### src/rtl/pipe_ctrl_pkg.sv
// Shared types and constants for the 5-stage pipeline sequencing controller.
// Latency: n/a (types only).
// Backpressure: n/a (types only).
package pipe_ctrl_pkg;

   // Sequencer states: normal issue, wrong-path squash, halt drain, parked.
   typedef enum logic [1:0] {
      RUN    = 2'd0,
      FLUSH  = 2'd1,
      DRAIN  = 2'd2,
      HALTED = 2'd3
   } pipe_state_e;

   // Per-stage register controls, MSB first in port order.
   typedef struct packed {
      logic pc_en;
      logic redirect;
      logic if_id_en;
      logic if_id_flush;
      logic id_ex_en;
      logic id_ex_bubble;
      logic ex_mem_en;
      logic mem_wb_en;
   } stage_ctrl_t;

   localparam int DEF_FLUSH_CYCLES = 1;
   localparam int DEF_DRAIN_CYCLES = 4;
   localparam int DEF_HZ_TIMEOUT   = 64;
   localparam int DEF_CNT_W        = 32;

   // Canned control words for the common cases.
   localparam stage_ctrl_t CTRL_IDLE   = stage_ctrl_t'(8'b0000_0000);
   localparam stage_ctrl_t CTRL_RUN    = stage_ctrl_t'(8'b1010_1011);
   localparam stage_ctrl_t CTRL_HZ     = stage_ctrl_t'(8'b0000_1111);
   localparam stage_ctrl_t CTRL_BRANCH = stage_ctrl_t'(8'b1111_1111);
   localparam stage_ctrl_t CTRL_FLUSH  = stage_ctrl_t'(8'b1011_1011);
   localparam stage_ctrl_t CTRL_DRAIN  = stage_ctrl_t'(8'b0011_1011);

endpackage

### src/rtl/sat_counter.sv
// Saturating event counter, sticks at all-ones.
// Latency: count reflects inc one clock later.
// Backpressure: none; inc is sampled every cycle.
module sat_counter #(
   parameter int CNT_W = 32
) (
   input  logic             clk,
   input  logic             rst_n,
   input  logic             inc,
   output logic [CNT_W-1:0] count
);

   // Count up on inc until all-ones, then hold.
   always_ff @(posedge clk or negedge rst_n) begin
      if (!rst_n) begin
         count <= '0;
      end else if (inc && (count != {CNT_W{1'b1}})) begin
         count <= count + CNT_W'(1);
      end
   end

endmodule

### src/rtl/pipe_stall_ctrl.sv
// Pipeline sequencer: stage enables/flush/bubble/redirect, halt drain, perf counters, hazard watchdog.
// Latency: stage controls combinational from state and inputs; state/counters/flags update next clock.
// Backpressure: a pending data-memory access (dmem_req && !dmem_ready) freezes every stage.
module pipe_stall_ctrl
   import pipe_ctrl_pkg::*;
#(
   parameter int FLUSH_CYCLES = DEF_FLUSH_CYCLES,
   parameter int DRAIN_CYCLES = DEF_DRAIN_CYCLES,
   parameter int HZ_TIMEOUT   = DEF_HZ_TIMEOUT,
   parameter int CNT_W        = DEF_CNT_W
) (
   input  logic             clk,
   input  logic             rst_n,
   input  logic             hz,
   input  logic             branch_taken,
   input  logic             dmem_req,
   input  logic             dmem_ready,
   input  logic             halt_req,
   output logic             pc_en,
   output logic             redirect,
   output logic             if_id_en,
   output logic             if_id_flush,
   output logic             id_ex_en,
   output logic             id_ex_bubble,
   output logic             ex_mem_en,
   output logic             mem_wb_en,
   output logic             halted,
   output logic [CNT_W-1:0] stall_cycles,
   output logic [CNT_W-1:0] flush_count,
   output logic             hz_timeout_err
);

   localparam int FW = $clog2(FLUSH_CYCLES + 1);
   localparam int DW = $clog2(DRAIN_CYCLES + 1);
   localparam int HW = $clog2(HZ_TIMEOUT + 1);

   pipe_state_e     state, state_nxt;
   logic [FW-1:0]   flush_cnt, flush_nxt;
   logic [DW-1:0]   drain_cnt, drain_nxt;
   logic [HW-1:0]   hz_run_cnt;
   stage_ctrl_t     ctl;
   logic            frozen;
   logic            stall_inc;

   assign frozen = dmem_req && !dmem_ready;

   // State and down-counter registers; reset always lands in RUN with nothing pending.
   always_ff @(posedge clk or negedge rst_n) begin
      if (!rst_n) begin
         state     <= RUN;
         flush_cnt <= '0;
         drain_cnt <= '0;
      end else begin
         state     <= state_nxt;
         flush_cnt <= flush_nxt;
         drain_cnt <= drain_nxt;
      end
   end

   // Next state and stage controls; priority is freeze, branch, hazard, halt.
   always_comb begin
      ctl       = CTRL_IDLE;
      state_nxt = state;
      flush_nxt = flush_cnt;
      drain_nxt = drain_cnt;
      stall_inc = 1'b0;
      if (frozen && (state != HALTED)) begin
         // Memory not ready: nothing moves, sequencing waits.
         stall_inc = 1'b1;
      end else begin
         case (state)
            RUN: begin
               if (branch_taken) begin
                  // ID holds a wrong-path instruction, so hz is irrelevant here.
                  ctl = CTRL_BRANCH;
                  if (FLUSH_CYCLES > 1) begin
                     state_nxt = FLUSH;
                     flush_nxt = FW'(FLUSH_CYCLES - 1);
                  end
               end else if (hz) begin
                  ctl       = CTRL_HZ;
                  stall_inc = 1'b1;
               end else begin
                  ctl = CTRL_RUN;
                  if (halt_req) begin
                     state_nxt = DRAIN;
                     drain_nxt = DW'(DRAIN_CYCLES);
                  end
               end
            end
            FLUSH: begin
               ctl = CTRL_FLUSH;
               if (branch_taken) begin
                  // Fresh redirect restarts the squash window.
                  ctl.redirect     = 1'b1;
                  ctl.id_ex_bubble = 1'b1;
                  flush_nxt        = FW'(FLUSH_CYCLES - 1);
               end else if (flush_cnt <= FW'(1)) begin
                  state_nxt = RUN;
               end else begin
                  flush_nxt = flush_cnt - FW'(1);
               end
            end
            DRAIN: begin
               if (!branch_taken && hz) begin
                  // Stalled drain cycles do not empty the pipe.
                  ctl       = CTRL_HZ;
                  stall_inc = 1'b1;
               end else begin
                  ctl = CTRL_DRAIN;
                  if (branch_taken) begin
                     ctl.redirect     = 1'b1;
                     ctl.pc_en        = 1'b1;
                     ctl.id_ex_bubble = 1'b1;
                  end
                  if (drain_cnt <= DW'(1)) begin
                     state_nxt = HALTED;
                  end else begin
                     drain_nxt = drain_cnt - DW'(1);
                  end
               end
            end
            HALTED: begin
               if (!halt_req) begin
                  state_nxt = RUN;
               end
            end
            default: begin
               state_nxt = RUN;
            end
         endcase
      end
      // Enables must be low throughout reset regardless of inputs.
      if (!rst_n) begin
         ctl = CTRL_IDLE;
      end
   end

   assign pc_en        = ctl.pc_en;
   assign redirect     = ctl.redirect;
   assign if_id_en     = ctl.if_id_en;
   assign if_id_flush  = ctl.if_id_flush;
   assign id_ex_en     = ctl.id_ex_en;
   assign id_ex_bubble = ctl.id_ex_bubble;
   assign ex_mem_en    = ctl.ex_mem_en;
   assign mem_wb_en    = ctl.mem_wb_en;
   assign halted       = (state == HALTED);

   // Watchdog: run length of consecutive hz cycles; flag latches when it reaches the limit.
   always_ff @(posedge clk or negedge rst_n) begin
      if (!rst_n) begin
         hz_run_cnt     <= '0;
         hz_timeout_err <= 1'b0;
      end else begin
         if (!hz) begin
            hz_run_cnt <= '0;
         end else if (hz_run_cnt != HW'(HZ_TIMEOUT)) begin
            hz_run_cnt <= hz_run_cnt + HW'(1);
         end
         if (hz && (hz_run_cnt == HW'(HZ_TIMEOUT - 1))) begin
            hz_timeout_err <= 1'b1;
         end
      end
   end

   sat_counter #(.CNT_W(CNT_W)) u_stall_cnt (
      .clk   (clk),
      .rst_n (rst_n),
      .inc   (stall_inc),
      .count (stall_cycles)
   );

   sat_counter #(.CNT_W(CNT_W)) u_flush_cnt (
      .clk   (clk),
      .rst_n (rst_n),
      .inc   (ctl.redirect),
      .count (flush_count)
   );

endmodule

### config.mk
export PLATFORM = sky130hd
export DESIGN_NAME = pipe_stall_ctrl
export DESIGN_NICKNAME = d
export VERILOG_FILES = /design/src/rtl/pipe_ctrl_pkg.sv /design/src/rtl/sat_counter.sv /design/src/rtl/pipe_stall_ctrl.sv
export SDC_FILE = /design/constraint.sdc
export NUM_CORES = 1
export LEC_CHECK = 0
export ABC_AREA = 0
export CORE_MARGIN = 3
export CORE_UTILIZATION = 52
export DETAILED_ROUTE_END_ITERATION = 12
export PLACE_DENSITY = 0.91
export SLEW_MARGIN = 0
export SYNTH_ARGS = -nofsm -noshare
export SYNTH_HDL_FRONTEND = slang
export SYNTH_SLANG_ARGS = --single-unit
### constraint.sdc
create_clock -name clk -period 2.22 [get_ports clk]
set_input_delay 0.444 -clock clk [delete_from_list [all_inputs] [get_ports clk]]
set_output_delay 0.444 -clock clk [all_outputs]
set_load 0.05 [all_outputs]
### Yosys cells after proc, flatten, opt, wreduce, memory -nomap -nowiden

Index checks and enable logic that the tools add are counted.

| word-level totals | value |
|---|---|
| flip-flop bits (word level) | 78 |
| input bits | 7 |
| output and inout bits | 74 |
| logic and storage cells | 79 |

| cells by class | value |
|---|---|
| $add $sub $neg | 5 |
| magnitude comparators | 2 |
| equal/unequal tests | 19 |
| muxes and demuxes | 32 |
| bitwise gates (word level) | 1 |
| reduce and logical (&&, ||, !) cells | 13 |

Operators with widths:

| operator | count |
|---|---|
| $add A32 B1 Y32 const B | 2 |
| $ne A32 B32 Y1 const B | 2 |
| $mux W8 | 5 |
| $pmux W8 S3 | 1 |
| $ne A2 B2 Y1 const B | 11 |
| $mux W2 | 9 |
| $mux W3 | 5 |
| $mux W7 | 2 |
| $reduce_and A9 Y1 | 1 |
| $pmux W2 S4 | 1 |
| $add A7 B1 Y7 const B | 1 |
| $eq A7 B6 Y1 const B | 1 |
| $mux W1 | 7 |
| $ne A7 B7 Y1 const B | 1 |
| $reduce_and A7 Y1 | 1 |
| $logic_and A1 B1 Y1 | 6 |
| $pmux W3 S2 | 1 |
| $eq A2 B2 Y1 const B | 2 |
| $le A3 B1 Y1 const B | 1 |
| $reduce_and A3 Y1 | 1 |
| $sub A3 B1 Y3 const B | 1 |
| $eq A2 B1 Y1 const B | 1 |
| $logic_not A1 Y1 | 2 |
| $logic_not A2 Y1 | 1 |
| other kinds (6) | 6 |

### Logic depth before layout (Yosys ltp)

Gate-level depths: netlist (run 1).

| logic depth | value |
|---|---|
| word-level depth | 7 |
| mapped depth | 7 |
| depth with buffers taken out | 7 |

### Modules after synthesis

From an unflattened synthesis (run 1), not the netlist that was laid out.

| second synthesis, totals | value |
|---|---|
| cells, all modules | 387 |
| area total of the unflattened synthesis | 3,987.6 um^2 |

Modules (own cells, without submodules):

| module | times used | cells an instance | area each (um^2) | sequential area each (um^2) |
|---|---|---|---|---|
| sat_counter (u_stall_cnt) | 1 | 149 | 1,596.5 | 800.8 |
| sat_counter (u_flush_cnt) | 1 | 140 | 1,522.7 | 800.8 |
| pipe_stall_ctrl | 1 | 98 | 868.3 | 325.3 |

### Worst setup path after synthesis (run 1)

No wires, ideal clock.

| timing | value |
|---|---|
| path type | flip-flop to output port |
| start | register state[1] |
| end | output port if_id_en |
| arrival time | 1.980 ns |
| data required time | 1.776 ns |
| path slack | -0.204 ns |
| stages on the path, launching flop included | 5 |
| buffers on the path | 1 |
| cell sequence | dfrtp_1 buf_4 and2_1 or2_2 a21oi_1 |

| on the way | value |
|---|---|
| word-level cells in the longest chain between the ends | 4 |
| elaborated cells on any way between the ends | 8 |
| classes of those cells | eq/ne: 3; mux: 3; reduce/logical: 2 |

RTL lines:

| what | line | source |
|---|---|---|
| from (decl) | pipe_stall_ctrl.sv:37 | `pipe_state_e state, state_nxt;` |
| from (signal assigned) | pipe_stall_ctrl.sv:54 | `state <= state_nxt;` |
| $eq A2 B2 Y1, or another cell as far along | pipe_stall_ctrl.sv:71 | `case (state)` |
| $pmux W8 S3 / $logic_and A1 B1 Y1 (equally long branches) | pipe_stall_ctrl.sv:71, pipe_stall_ctrl.sv:67 |  |
| $mux W8 (*) | pipe_stall_ctrl.sv:67 | `if (frozen && (state != HALTED)) begin` |
| $mux W8 (*) | pipe_stall_ctrl.sv:134 | `if (!rst_n) begin` |
| to (decl) | pipe_stall_ctrl.sv:21 | `output logic if_id_en,` |

Every way passes the cells marked *; elsewhere a longest branch is shown, timed or not.

### Worst setup path in the final report (run 1)

| timing | value |
|---|---|
| start | input port dmem_ready |
| end | output port id_ex_bubble |

| on the way | value |
|---|---|
| word-level cells in the longest chain between the ends | 5 |

RTL lines:

| what | line | source |
|---|---|---|
| from (decl) | pipe_stall_ctrl.sv:17 | `input logic dmem_ready,` |
| $logic_not A1 Y1 | pipe_stall_ctrl.sv:45 | `assign frozen = dmem_req && !dmem_ready;` |
| $logic_and A1 B1 Y1 | pipe_stall_ctrl.sv:45 |  |
| $logic_and A1 B1 Y1 | pipe_stall_ctrl.sv:67 |  |
| $mux W8 | pipe_stall_ctrl.sv:67 |  |
| $mux W8 | pipe_stall_ctrl.sv:134 |  |
| to (decl) | pipe_stall_ctrl.sv:24 | `output logic id_ex_bubble,` |

No other way between the ends.

==> run metrics, run 1 <==
pwr dens=between 900 and 1000 mW/mm^2; worst reg2reg setup slack=around 130 ps; Leak Pwr=around 2.4 nW; placed cell count=around 600; area growth from synthesis to layout=36.2%; Vias=roughly 3700; Max-cap violations=0; Overall Global Routing Usage=about 25%; IR drop worst, VDD=approximately 850 uV; max-slew violations=0; I/O Pins=81; Yosys top cell area share=a little under half; Placer Congestion=0.903; status=complete, no violations; CTS tree=built; Worst EP required=~1800 ps; final wirelength=10.9 mm; sequential fraction of the synthesis area=47.1%; crit path kind=in -> out; GRT met3 Usage=approximately 5%; drt drc=0; Slew HR=44.3%; Site Rows=31; CP Launch Type=primary input; placed cell area=0.00524 sq mm; Non-Filler Instances=about 620; Skew-Pair Late Insertion Delay=350 ps; vias in the first global route=between 3000 and 4000; Critical Path Fanout Max=5; Fin Setup TNS=0 ps; H-tree Lvls=3; Most used DFF post-synth=dfrtp_1; RSZ-0062 raised after global routing=yes; M2 GR Usage=roughly two fifths; clock slew seen by the registers of the worst setup and hold paths=about 80 ps; die width=approximately 95 microns; DRT iter0 DRCs=308; pre-CTS setup slack=-204 ps; average wire per standard cell=about 18 microns; Clock Skews=around 12 ps; Core Area=around 0.0074 sq mm; root buffer cell=clkbuf_8; grt ovf=0; largest cells by area after synthesis=dfrtp_1 47%, xnor2_1 6.6%, xor2_1 6.4%, nand3_1 3.3%, nand4_1 3.2%; CTS buffer count=9; die area=between 0.008 and 0.009 sq mm; highest achievable clock rate=between 400 and 500 MHz; Synth warnings=0; share of cells above drive strength 1=16.4%; Worst Hold Class=in -> async; filler instances=480; EDFF count, synth=0; NumNets Final=roughly 530; Synth Instances=about 400; clock tree buffer depth=2; initial antenna violation count=0; initial core utilization=between 50% and 60%; First-pass DRT Iterations=5; Critical R2R Launch=u_stall_cnt.count[0]; Finished Cell Area=0.00557 sq mm; synthesized area=~0.0041 sq mm; Post-Syn Nets=about 420; number of vias per cell=between 5 and 6; Synth area leader=dfrtp_1; hpwl dp=approximately 7.8 mm; GRT met1 Usage=about 35%; busiest grt layer=met2; CP arrival=between 1500 and 2000 ps; RR Endpoint=u_stall_cnt.count[27]; largest net degree at the start of global routing=34; post-layout util=roughly 75%; Hold Violations, Final=0; CP endpoint kind=output port; antenna viol nets, final=0; endpoints failing setup=0; fin crit share=99.9%; cell count of the worst reg-to-reg path=7; DIE HEIGHT=roughly 95 microns; post-synth cell types=slightly below 60; Least-Margin Pin Slew=about 830 ps; CTS Sinks=a little under 80; Syn Area/Cell=about 10 sq um; #FFs+latches synth=77; IO Port Bufs=80; first-pass GRT wire length=18.0 mm; post-synthesis async set-or-reset flop share=100%; Antenna Cells=0; setup ws final=approximately 3.3 ps; final period demand of the worst path=about 2200 ps
## sequential cells by signal, summed over array words and instances (netlist names)
register	count
u_stall_cnt.count	32
u_flush_cnt.count	32
hz_run_cnt	7
hz_timeout_err	1
state	2
drain_cnt	3
## worst max-delay path by stage
stage / depth (start not counted) / to / slack [ps] / startpoint
floorplan: 4 / if_id_en / -200 / state[1]
global placement: 6 / u_stall_cnt.count[10] / -110 / branch_taken
detailed placement: 7 / u_stall_cnt.count[22] / -200 / branch_taken
CTS: 7 / id_ex_bubble / 6 / dmem_ready
global route: 8 / u_stall_cnt.count[22] / -20 / dmem_ready
finish: 7 / id_ex_bubble / 3 / dmem_ready
## area by class of cell
cell class,count,area [sq um],share of cell area [%]
Clock buffer,11,141,2.54
Inverter,17,67.6,1.21
Tap cell,99,124,2.22
Timing Repair Buffer,110,1100,19.8
Clock inverter,4,120,2.16
Sequential cell,77,1930,34.7
Multi-Input combinational cell,300,2080,37.4
## cells by family after synthesis
kind of cell,share of synthesized area (%)
flops,47.1
simple gates,27.9
compound gates,6.40
buf+inv,2.82
mux,0.826
fa+ha+maj,1.84
xor+xnor,13.1
## synthesized netlist by cell type, types with 2 or more instances
master and count:
nand3b_1 2, ha_1 6, nand4b_1 2, o21a_1 2, nand3_2 3, buf_2 2, and4_1 4, nand3_1 27
a31oi_1 3, nor3_2 2, and3_1 9, nor4b_1 4, dfrtp_1 77, nand2b_1 6, nand2_1 32, xnor2_1 31
xor2_1 30, buf_4 3, mux2_1 3, nor4_1 12, clkbuf_1 2, inv_1 17, nor3_1 21, and2_1 6
o21ai_0 3, o211ai_1 2, or2_2 2, nand4_1 21, nor3b_1 4, nor4_2 5, a21oi_1 10, nor2_1 20
o21bai_1 3
## per-stage QoR
| step | hold WS [ps] | total power, mW |
|---|---|---|
| 4_1_cts | 91.9 | 5.35 |
| 2_1_floorplan | 148 | 3.14 |
| 3_5_place_dp | 305 | 3.92 |
| 3_3_place_gp | 305 | 3.84 |
| 5_1_grt | 108 | 5.59 |
| 6_report | 118 | 5.37 |
## repair_timing
| item | CTS | global route |
|---|---|---|
| hold buffers | 1 | 0 |
| gates resized for setup | 9 | 4 |
| pin swaps | 0 | 0 |
| buffers inserted | 0 | 3 |
| setup endpoints to repair | 7 | 8 |
| hold endpoints to repair | 9 | 0 |
| cloned | 0 | 0 |
## placed cells by master, fill, tap and decap left out, drive strengths merged, types with 6 or more instances in the layout
master         instances
nor4                  18
nand2                 32
and2                   6
nand2b                 7
xor2                  30
buf                   39
ha                     6
clkbuf                11
nand3                 30
clkdlybuf4s50         68
nor2                  21
and3                   9
dfrtp                 77
xnor2                 31
nor3                  23
a21oi                 11
nand4                 21
inv                   16
## layer usage
metal	vias up	part of all wire [%]
met3	35	7.2
li1	1666	-
met5	-	0
met1	1810	42
met4	0	3.1
met2	187	48
## critical path, stage by stage
cell and delay (ps):
clkdlybuf4s50_1 410, nand2b_4 180, buf_4 160, nand3_4 100
inv_2 50, a41o_1 260, buf_12 170
## power by group
part | internal, mW | switching, mW | total, mW
sequential | 1.61 | 0.317 | 1.93
combinational | 0.763 | 1.29 | 2.05
clock | 0.886 | 0.504 | 1.39
total | 3.26 | 2.11 | 5.37
Power figures use the tool's default switching activity.
==> run 2, diff against run 1 <==
RECOVER_POWER = 50   (was not set)
==> run metrics, run 2 (same netlist as run 1, synthesis figures left out) <==
Skew-Pair Late Insertion Delay=350 ps (about the same); Leak Pwr=2.38 nW (about the same); worst hold slack=111 ps (was 118 ps); area growth from synthesis to layout=36.2% (unchanged); die area=0.00896 sq mm (unchanged); NumNets Final=528 (unchanged); CP Launch Type=primary input (unchanged); CTS tree=built (unchanged); Critical Path Fanout Max=5 (unchanged); Largest regs=u_flush_cnt.count x32, u_stall_cnt.count x32, hz_run_cnt x7 (unchanged); First-pass DRT Iterations=5 (unchanged); Worst Hold Class=in -> async (unchanged); Core Area=0.00745 sq mm (unchanged); vias in the first global route=3588 (unchanged); largest net degree at the start of global routing=34 (unchanged); status=complete, no violations (unchanged); hpwl dp=7.75 mm (unchanged); CP arrival=1770 ps (about the same); pwr dens=964 mW/mm^2 (about the same); initial core utilization=54.9% (unchanged); fin crit share=99.9% (about the same); average wire per standard cell=17.7 microns (about the same); DIE HEIGHT=94.7 microns (unchanged); DRT iter0 DRCs=302 (was 308); clock slew seen by the registers of the worst setup and hold paths=80 ps (about the same); Slew HR=44.1% (was 44.3%); root buffer cell=clkbuf_8 (unchanged); grt ovf=0 (unchanged); Hold Violations, Final=0 (unchanged); worst reg2reg setup slack=120 ps (was 130 ps); I/O Pins=81 (unchanged); Antenna Cells=0 (unchanged); first-pass GRT wire length=18.0 mm (unchanged); IO Port Bufs=80 (unchanged); Least-Margin Pin Slew=835 ps (was 832 ps); initial antenna violation count=0 (unchanged); commonest cells after routing, fill and taps aside=74 x dfrtp_1, 68 x clkdlybuf4s50_1, 32 x nand2_1 (unchanged); IR drop worst, VDD=849 uV (about the same); CP endpoint kind=output port (unchanged); post-layout util=74.8% (unchanged); RR Endpoint=u_stall_cnt.count[27] (unchanged); CTS Sinks=77 (unchanged); drt drc=0 (unchanged); CP cell instances=clkdlybuf4s50_1, nand2b_4, buf_4, nand3_4, inv_2, a41o_1, buf_12 (unchanged); Overall Global Routing Usage=25.4% (unchanged); slowest stage delay, CP=410 ps (about the same); crit path kind=in -> out (unchanged); CP max-delay cell=clkdlybuf4s50_1 (unchanged); cell count of the worst reg-to-reg path=7 (unchanged); highest achievable clock rate=451 MHz (about the same); antenna viol nets, final=0 (unchanged); final period demand of the worst path=2220 ps (about the same); number of vias per cell=5.95 (was 5.98); max-slew violations=0 (unchanged); Site Rows=31 (unchanged); CTS buffer count=9 (unchanged); Max-cap violations=0 (unchanged); final wirelength=10.9 mm (about the same); commonest non-fill, non-tap cell in the layout=dfrtp_1 (unchanged); endpoints failing setup=0 (unchanged); die width=94.7 microns (unchanged); Vias=3679 (was 3698); filler instances=480 (unchanged); H-tree Lvls=3 (unchanged); Critical R2R Launch=u_stall_cnt.count[0] (unchanged); share of cells above drive strength 1=16.4% (unchanged); RSZ-0062 raised after global routing=yes (unchanged); clock tree buffer depth=2 (unchanged); Worst EP required=1780 ps (about the same); Placer Congestion=0.903 (unchanged); Clock Skews=12.9 ps (was 12.3 ps)
==> run 2: cell counts in the layout (fill, tap and decap cells not counted) <==
No cell type changed its count.
==> run 2: routing by layer <==
layer / routed length, microns / vias up / track usage (%)
met4: 301 / 0 / 10.6
li1: - / 1665 / -
met1: 4650 / 1801 / 35.5
met2: 5200 / 182 / 38.9
met3: 782 / 31 / 5.02
met5: 0 / - / 0
==> run 2: per-stage QoR <==
step | std cells | worst slack [ps] | area (sq um) | TNS (ps) | power, mW
global route | 618 | -16.6 | 5570 | -48.6 | 5.59
finish | 618 | 2.14 | 5570 | 0 | 5.37
detailed placement | 599 | -204 | 5240 | -3310 | 3.92
global placement | 599 | -107 | 5240 | -1740 | 3.84
floorplan | 402 | -204 | 4090 | -526 | 3.14
CTS | 615 | 5.93 | 5530 | 0 | 5.35
==> run 2: worst max-delay path by stage <==
stage	start	to	depth (start not counted)	slack, ps
global route	dmem_ready	u_stall_cnt.count[22]	8	-20
global placement	branch_taken	u_stall_cnt.count[10]	6	-110
detailed placement	branch_taken	u_stall_cnt.count[22]	7	-200
floorplan	state[1]	if_id_en	4	-200
finish	dmem_ready	id_ex_bubble	7	2
CTS	dmem_ready	id_ex_bubble	7	6
==> run 2: worst max-delay path: cells and delay by family <==
kind / cells / cell delay (ps)
simple gates: 2 / 280
buf+inv: 4 / 790
compound gates: 1 / 260
==> run 2: timing repair <==
action                                 CTS  global route
setup buffers                            0             3
resized for setup                        9             4
pin swaps                                0             0
setup endpoints to repair                7             8
hold buffers                             1             0
endpoints found under the hold margin    9             0
==> run 2: area by class of cell <==
type                    count  area (sq um)  area share (%)
repair buffers            110          1100            19.8
well taps                  99           124            2.22
multi-input cells         300          2080            37.4
clock buffers              11           141            2.54
inverters                  17          67.6            1.21
flip-flops and latches     77          1930            34.7
clock inverters             4           120            2.16
==> run 2: power by group <==
group | internal, mW | total [mW] | switching [mW]
Combinational | 0.763 | 2.05 | 1.29
Clock | 0.886 | 1.39 | 0.506
Sequential | 1.61 | 1.93 | 0.319
Total | 3.26 | 5.37 | 2.11
==> run 3, diff against run 2 <==
CAP_MARGIN = 15   (was not set)
CELL_PAD_IN_SITES_DETAIL_PLACEMENT = 0   (was not set)
CELL_PAD_IN_SITES_GLOBAL_PLACEMENT = 1   (was not set)
CORE_UTILIZATION = 40   (was 52)
GPL_ROUTABILITY_DRIVEN = 0   (was not set)
==> run metrics, run 3 (same netlist as run 1, synthesis figures left out) <==
Least-Margin Pin Slew=1380 ps (was 835 ps); endpoints failing setup=0 (unchanged); first-pass GRT wire length=17.4 mm (was 18.0 mm); sequential power share=37.9% (was 35.9%); FF/Latch Area=0.00193 sq mm (about the same); worst hold slack=474 ps (was 111 ps); Critical R2R Launch=u_flush_cnt.count[3] (was u_stall_cnt.count[0]); grt ovf=0 (unchanged); initial antenna violation count=0 (unchanged); drt drc=0 (unchanged); post-layout util=55.8% (was 74.8%); commonest cells after routing, fill and taps aside=75 x dfrtp_1, 66 x clkdlybuf4s50_1, 32 x nand2_1 (was 74 x dfrtp_1, 68 x clkdlybuf4s50_1, 32 x nand2_1); share of cells above drive strength 1=13.9% (was 16.4%); IR drop worst, VDD=545 uV (was 849 uV); Worst EP required=1780 ps (about the same); NumNets Final=525 (was 528); Critical Path Fanout Max=8 (was 5); CP endpoint kind=output port (unchanged); Site Rows=36 (was 31); Critical path origin=u_stall_cnt.count[16] (was dmem_ready); slowest stage delay, CP=860 ps (was 410 ps); Logic pwr share=39.2% (was 38.2%); CP delay by family, top=buffers and inverters (unchanged); max-slew violations=0 (unchanged); crit path capture=stall_cycles[16] (was id_ex_bubble); fin crit share=95.1% (was 99.9%); I/O Pins=81 (unchanged); RSZ-0062 raised after global routing=no (was yes); CP cell instances=clkdlybuf4s50_1 (was clkdlybuf4s50_1, nand2b_4, buf_4, nand3_4, inv_2, a41o_1, buf_12); Antenna Cells=0 (unchanged); antenna viol nets, final=0 (unchanged); hpwl dp=7.59 mm (was 7.75 mm); Leak Pwr=2.34 nW (was 2.38 nW); IO Port Bufs=80 (unchanged); CP Launch Type=register (was primary input); initial core utilization=41.5% (was 54.9%); status=complete, no violations (unchanged); Skew-Pair Late Insertion Delay=340 ps (was 350 ps); clock slew seen by the registers of the worst setup and hold paths=90 ps (was 80 ps); switch share=41.1% (was 39.3%); multi-input logic area=0.00207 sq mm (was 0.00208 sq mm); DRT iter0 DRCs=148 (was 302); critical path depth=1 (was 7); Largest regs=u_flush_cnt.count x32, u_stall_cnt.count x32, hz_run_cnt x7 (unchanged); clock tree buffer depth=2 (unchanged); pwr dens=917 mW/mm^2 (was 964 mW/mm^2); Overall Global Routing Usage=18.5% (was 25.4%); First-pass DRT Iterations=4 (was 5); vias in the first global route=3570 (was 3588); area growth from synthesis to layout=34.6% (was 36.2%); root buffer cell=clkbuf_8 (unchanged); Hold Violations, Final=0 (unchanged); highest achievable clock rate=474 MHz (was 451 MHz); final wirelength=10.2 mm (was 10.9 mm); average wire per standard cell=15.7 microns (was 17.7 microns); H-tree Lvls=3 (unchanged); Slew HR=8.30% (was 44.1%); CP max-delay cell=clkdlybuf4s50_1 (unchanged); die area=0.0115 sq mm (was 0.00896 sq mm); cell internal pwr=2.97 mW (was 3.26 mW); Psw=2.07 mW (was 2.11 mW); CTS buffer count=9 (unchanged); Clock Skews=15.2 ps (was 12.9 ps); Clock power frac=22.9% (was 25.9%); cell count of the worst reg-to-reg path=5 (was 7); worst reg2reg setup slack=170 ps (was 120 ps); CTS Sinks=77 (unchanged); crit path kind=reg -> out (was in -> out); Max-cap violations=0 (unchanged); DIE HEIGHT=107 microns (was 94.7 microns); Worst Hold Class=reg -> reg (was in -> async); CP bufs+invs=1 (was 4); commonest non-fill, non-tap cell in the layout=dfrtp_1 (unchanged); largest net degree at the start of global routing=52 (was 34); pre-CTS setup slack=-212 ps (was -204 ps); die width=107 microns (was 94.7 microns); final period demand of the worst path=2110 ps (was 2220 ps); filler instances=878 (was 480); CP arrival=1670 ps (was 1770 ps); CTS tree=built (unchanged); Core Area=0.00986 sq mm (was 0.00745 sq mm); number of vias per cell=5.31 (was 5.95); setup ws final=110 ps (was 2.14 ps); RR Endpoint=u_flush_cnt.count[26] (was u_stall_cnt.count[27]); Vias=3453 (was 3679)
-- run 3: changes by cell type in the layout (fill, tap and decap cells not counted), moves of 2 or more --
cell,before,now
clkdlybuf4s50_1,68,66
clkbuf_1,1,7
buf_4,31,22
clkinv_4,0,2
a21oi_2,3,1
dlymetal6s2s_1,0,2
clkinv_2,0,2
bufinv_16,4,2
-- run 3: worst register-to-register path, delay by kind of cell, from the launching register on --
kind,cells,cell delay [ps]
xor gates and xnor gates,1,170
and+or+nand+nor,4,1380
DFF,1,440
-- run 3: per-layer routing --
layer | wire (microns) | part of all wire [%] | track usage (%) | vias to the layer above
met5 | 0 | 0 | 0 | -
met4 | 147 | 1.4 | 5.11 | 0
met3 | 341 | 3.3 | 3.55 | 13
met2 | 4900 | 48 | 29.8 | 82
met1 | 4810 | 47 | 25.5 | 1699
li1 | - | - | - | 1659
-- run 3: worst min-delay path by stage --
| stage | slack (ps) | start | cells after the start | end |
|---|---|---|---|---|
| 4_1_cts | 170 | rst_n | 2 | u_stall_cnt.count[22] |
| 3_3_place_gp | 450 | hz_timeout_err | 1 | hz_timeout_err |
| 6_report | 470 | hz_timeout_err | 1 | hz_timeout_err |
| 2_1_floorplan | 150 | rst_n | 0 | drain_cnt[0] |
| 3_5_place_dp | 470 | hz_timeout_err | 1 | hz_timeout_err |
| 5_1_grt | 510 | hz_timeout_err | 1 | hz_timeout_err |
-- run 3: cell type report --
class,count,area share [%]
Clock buffer,10,2.32
Clock inverter,6,1.59
Inverter,17,1.23
Multi-Input combinational cell,300,37.6
Sequential cell,77,35.1
Tap cell,133,3.02
Timing Repair Buffer,107,19.2
-- run 3: timing repair --
| action | CTS | global route |
|---|---|---|
| endpoints found under the setup margin | 7 | 5 |
| hold buffers | 0 | 0 |
| buffers inserted | 1 | 0 |
| gates cloned | 0 | 0 |
| resized for setup | 8 | 5 |
-- run 3: per-stage QoR --
stage | cells | power (mW) | area [sq um] | TNS [ps]
5_1_grt | 650 | 5.32 | 5500 | 0
3_5_place_dp | 633 | 3.90 | 5280 | -5290
2_1_floorplan | 402 | 3.14 | 4090 | -526
4_1_cts | 650 | 5.10 | 5530 | 0
3_3_place_gp | 633 | 3.85 | 5280 | -3680
6_report | 650 | 5.04 | 5500 | 0
-- run 3: power groups by stage --
stage          registers [mW]  clock network [mW]  logic (mW)
2_1_floorplan            2.39                   0       0.748
4_1_cts                  1.92                1.19        2.00
5_1_grt                  1.96                1.26        2.10
3_3_place_gp             1.92                   0        1.93
3_5_place_dp             1.94                   0        1.96
6_report                 1.91                1.16        1.98
